<file path="config.mk">
export PLATFORM = sky130hd
export DESIGN_NAME = rv_alu
export DESIGN_NICKNAME = d
export VERILOG_FILES = /design/src/rtl/rv_pkg.sv /design/src/rtl/rv_alu_core.sv /design/src/rtl/rv_alu.sv
export SDC_FILE = /design/constraint.sdc
export NUM_CORES = 1
export LEC_CHECK = 0
export CORE_MARGIN = 5
export CORE_UTILIZATION = 35
export CTS_CLUSTER_SIZE = 30
export DETAILED_ROUTE_END_ITERATION = 6
export GPL_TIMING_DRIVEN = 0
export SLEW_MARGIN = 20
export SYNTH_ARGS = -nofsm -noshare
export SYNTH_HDL_FRONTEND = slang
export SYNTH_SLANG_ARGS = --single-unit
</file>
<file path="constraint.sdc">
create_clock -name clk -period 1.54 [get_ports clk]
set_clock_uncertainty 0.1 [all_clocks]
set_input_delay 0.231 -clock clk [delete_from_list [all_inputs] [get_ports clk]]
set_output_delay 0.231 -clock clk [all_outputs]
set_load 0.005 [all_outputs]
</file>
<file path="src/rtl/rv_pkg.sv">
// Shared RV32I execute-stage definitions.
// Holds the funct3 operation codes, the funct7 bit that selects the
// alternate form (SUB / SRA) and the integer datapath width.
package rv_pkg;

   localparam int XLEN       = 32;
   localparam int F7_ALT_BIT = 5;

   localparam logic [2:0] F3_ADD  = 3'b000;  // ADD / SUB
   localparam logic [2:0] F3_SLL  = 3'b001;
   localparam logic [2:0] F3_SLT  = 3'b010;
   localparam logic [2:0] F3_SLTU = 3'b011;
   localparam logic [2:0] F3_XOR  = 3'b100;
   localparam logic [2:0] F3_SR   = 3'b101;  // SRL / SRA
   localparam logic [2:0] F3_OR   = 3'b110;
   localparam logic [2:0] F3_AND  = 3'b111;

endpackage

</file>
<file path="src/rtl/rv_alu_core.sv">
// Combinational RV32I integer ALU core.
// Ports:
//   fun3 - funct3 operation select
//   alt  - funct7[5], picks SUB over ADD and SRA over SRL
//   a, b - operands
//   res  - result (no flags)
// Kept free of state so it can also serve branch compare and address
// generation.
module rv_alu_core #(
   parameter int XLEN = rv_pkg::XLEN
) (
   input  logic [2:0]      fun3,
   input  logic            alt,
   input  logic [XLEN-1:0] a,
   input  logic [XLEN-1:0] b,
   output logic [XLEN-1:0] res
);
   import rv_pkg::*;

   localparam int SHW = $clog2(XLEN);

   logic signed [XLEN-1:0] a_s;
   logic signed [XLEN-1:0] b_s;
   logic        [SHW-1:0]  shamt;

   assign a_s   = a;
   assign b_s   = b;
   // Only the low bits of b form the shift amount; the rest are ignored.
   assign shamt = b[SHW-1:0];

   always_comb begin
      res = '0;
      case (fun3)
         F3_ADD:  res = alt ? (a - b) : (a + b);
         F3_SLL:  res = a << shamt;
         F3_SLT:  res = {{(XLEN-1){1'b0}}, (a_s < b_s)};
         F3_SLTU: res = {{(XLEN-1){1'b0}}, (a < b)};
         F3_XOR:  res = a ^ b;
         F3_SR:   res = alt ? XLEN'(a_s >>> shamt) : (a >> shamt);
         F3_OR:   res = a | b;
         F3_AND:  res = a & b;
         default: res = '0;
      endcase
   end

endmodule

</file>
<file path="src/rtl/rv_alu.sv">
// Registered RV32I execute-stage ALU.
// Ports:
//   clk    - rising-edge clock
//   rst    - asynchronous active-high reset, clears ALUout at once
//   fun3   - funct3, selects the operation
//   func7  - funct7, only bit 5 (alternate form) is decoded
//   ALUin1 - operand A (rs1)
//   ALUin2 - operand B (rs2 or immediate)
//   ALUout - result, registered with one cycle of latency
module rv_alu #(
   parameter int XLEN = rv_pkg::XLEN
) (
   input  logic            clk,
   input  logic            rst,
   input  logic [2:0]      fun3,
   input  logic [6:0]      func7,
   input  logic [XLEN-1:0] ALUin1,
   input  logic [XLEN-1:0] ALUin2,
   output logic [XLEN-1:0] ALUout
);
   import rv_pkg::*;

   logic [XLEN-1:0] res;
   logic            alt;
   logic            unused_f7;

   assign alt       = func7[F7_ALT_BIT];
   // Remaining funct7 bits carry no meaning for these operations.
   assign unused_f7 = ^{func7[6], func7[4:0]};

   rv_alu_core #(.XLEN(XLEN)) u_core (
      .fun3 (fun3),
      .alt  (alt),
      .a    (ALUin1),
      .b    (ALUin2),
      .res  (res)
   );

   // Output register stage: reloads every cycle, cleared by reset.
   always_ff @(posedge clk or posedge rst) begin
      if (rst) ALUout <= '0;
      else     ALUout <= res;
   end

endmodule

</file>
==> impl_metrics.json <==
{
  "start_util_pct": 35.7,
  "ys_top_cells_by_area": "ha_1, dfrtp_1, o21ai_0",
  "syn_inst": 1362,
  "yosys.area.top_type_share_pct": 12.6,
  "grt_pass1_vias": 11700,
  "finalNonFillerCells": 1935,
  "critPathSlowestCell": "or4_4",
  "grt_max_degree": 33,
  "worstMarginPinSlew_ns": 0.932,
  "post-route-util_pct": 51.1,
  "synth.avg_cell_area_um2": 7.10,
  "syn2layout_area_growth_pct": 43.3,
  "row_count": 60,
  "wl_met1_mm": 24.6,
  "antenna_found_initial": 1,
  "dr.pass1.iters": 6,
  "cts_buffers": 5,
  "drc_errors": 0,
  "wl_met2_mm": 25.1,
  "largestRegisters": "ALUout: 32 flops",
  "final-hold-violation-count": 0,
  "power-per-cell-area_nw_per_um2": 556,
  "htreeDepth": 2,
  "synth_area_um2": 9670,
  "cts_buffer_depth": 2,
  "fin_crit_ns": 3.02,
  "port_buffers": 99,
  "grt_usage_pct": 36.4,
  "ys_seq_area_share_pct": 8.28,
  "layout_common_cells": "nor2_1, nand2_1, buf_4, o21ai_0, a21oi_1",
  "finalSetupViolCount": 32,
  "worst_hold_path_type": "in -> async",
  "die_w_um": 176,
  "wl_per_cell_um": 30.3,
  "crit_path_end_kind": "flop",
  "num_vias": 12500,
  "worstPathBufferInverterCount": 5,
  "arrival_ns": 3.05,
  "clk_pin_slew_ns": 0.05,
  "crit_top_cell": "buf_12",
  "avgViaCountPerCell": 6.45,
  "overflow": 0,
  "setup_ws_ns": -1.48,
  "diodes": 0,
  "syn_nets": 1537,
  "coreArea_um2": 27100,
  "layout.nets": 1737,
  "drive_gt1_share_pct": 32.2,
  "rsz0062_at_grt": "yes",
  "synth_edf_count": 0,
  "cp.required_ns": 1.57,
  "slew_viol_final": 0,
  "crit_type": "in -> reg",
  "crit_fanout": 5,
  "dp_hpwl_mm": 46.1,
  "async_flop_share_pct": 100,
  "yosysWarningCount": 0,
  "postRouteAntennaNets": 0,
  "die_area_um2": 31100,
  "dpl.cell_count": 1833,
  "startpoint_type": "input pin",
  "synth-seq-cells": 32,
  "grt_pass1_wl_mm": 83.3,
  "largest-register": "ALUout",
  "fmax_mhz": 331,
  "cts_tree": "yes",
  "drv_cap": 0,
  "ioPinCount": 108,
  "clock-root-buffer": "clkbuf_16",
  "dr_wl_met3_mm": 5.94,
  "violations": "setup timing",
  "gp_congestion": 1.04,
  "critPathTopFamily": "simple AND/OR/NAND/NOR gates",
  "critPathMaxStageDelay_ns": 0.50,
  "period_share_pct": 196,
  "yosys.area.top_type": "ha_1",
  "cellLeakagePower_nw": 5.63,
  "ir_drop_mv": 0.379,
  "relSlewSlack_pct": 37.4,
  "top_layer_used": "met4",
  "outcome": "complete, but fails checks",
  "cp_num_cells": 15,
  "drt_wl_total_mm": 58.7,
  "clkSinkCount": 32,
  "final_common_cell": "nor2_1",
  "cp_cell_sequence": "buf_8 -> buf_12 -> buf_12 -> clkinvlp_4 -> fa_2 -> and2b_2 -> o211ai_4 -> a2111oi_4 -> buf_4 -> o21ai_4 -> a21oi_2 -> or4_4 -> a21oi_4 -> mux2i_1 -> nand2_1",
  "synth_ff_type": "dfrtp_1",
  "die_y_um": 176,
  "drt_iter0_drc": 1717,
  "largest_register_ffs": 32,
  "ys_types": 92
}
==> final timing paths <==
kind / from / end / slack (ns)
setup / recovery: ALUin2[1] / ALUout[24]$_DFF_PP0_ / -1.48
hold / removal: rst / ALUout[24]$_DFF_PP0_ / 0.26
max in group asynchronous: rst / ALUout[17]$_DFF_PP0_ / 0.67
min in group clk: ALUin1[0] / ALUout[0]$_DFF_PP0_ / 0.57
==> metrics by stage <==
step / setup TNS [ns] / hold slack, ns / total power (W) / worst slack, ns / cell area (um^2)
floorplan: -30.54 / 0.247 / 0.00353 / -1.31 / 9970
global placement: -90.52 / 0.770 / 0.00541 / -3.00 / 11400
detailed placement: -89.72 / 0.781 / 0.00538 / -2.97 / 11400
CTS: -36.16 / 0.498 / 0.00724 / -1.45 / 13300
global route: -39.64 / 0.345 / 0.00798 / -1.51 / 13900
finish: -38.49 / 0.262 / 0.00771 / -1.48 / 13900
==> timing repair <==
item | 4_1_cts | 5_1_grt
hold endpoints to repair | 0 | 0
hold buffers | 0 | 0
pin swaps | 93 | 79
endpoints found under the setup margin | 32 | 32
resized for setup | 458 | 108
setup buffers | 78 | 33
==> report_power, final <==
group,total [W],switching (W),internal (W)
registers,0.000979,0.0000269,0.000952
logic,0.00564,0.00339,0.00225
clock network,0.00109,0.000329,0.000758
total,0.00771,0.00375,0.00396
==> kinds of logic after synthesis <==
group / count (synthesis) / synth area share, %
buffers and inverters: 209 / 9.41
multiplexers: 88 / 14.4
AO/OA/AOI/OAI: 486 / 32.9
adder cells (fa/ha/maj): 99 / 13.0
XOR/XNOR: 25 / 2.26
flip-flops: 32 / 8.28
AND/OR/NAND/NOR: 423 / 19.8
==> layer usage <==
layer / vias up / GRT usage [%]
met4: 0 / 14.7
met5: - / 0
met2: 835 / 55.6
met1: 6095 / 50.8
li1: 5396 / -
met3: 150 / 6.66
==> synthesized netlist by cell type, drive strengths merged, types with 11 or more instances <==
| library cell | instances |
|---|---|
| o211ai | 33 |
| mux4 | 36 |
| a31oi | 17 |
| a22oi | 11 |
| inv | 97 |
| xnor2 | 16 |
| nor2 | 164 |
| buf | 58 |
| nand2 | 125 |
| a21oi | 121 |
| a21o | 18 |
| mux2i | 45 |
| ha | 97 |
| nand3 | 20 |
| nand2b | 15 |
| o21ai | 147 |
| o221ai | 14 |
| clkbuf | 53 |
| dfrtp | 32 |
| nor3 | 33 |
| a211oi | 30 |
==> layout make-up <==
class                      count  area (um^2)
fill                        2690        13200
inverter                      98          408
clock inverter                 2         35.0
clock buffer                   6          129
timing repair buffer         199         1810
tap                          372          465
buffer                       105          912
sequential                    32          801
multi-input combinational   1121         9310
No activity file was read; power rests on OpenSTA's default activity.
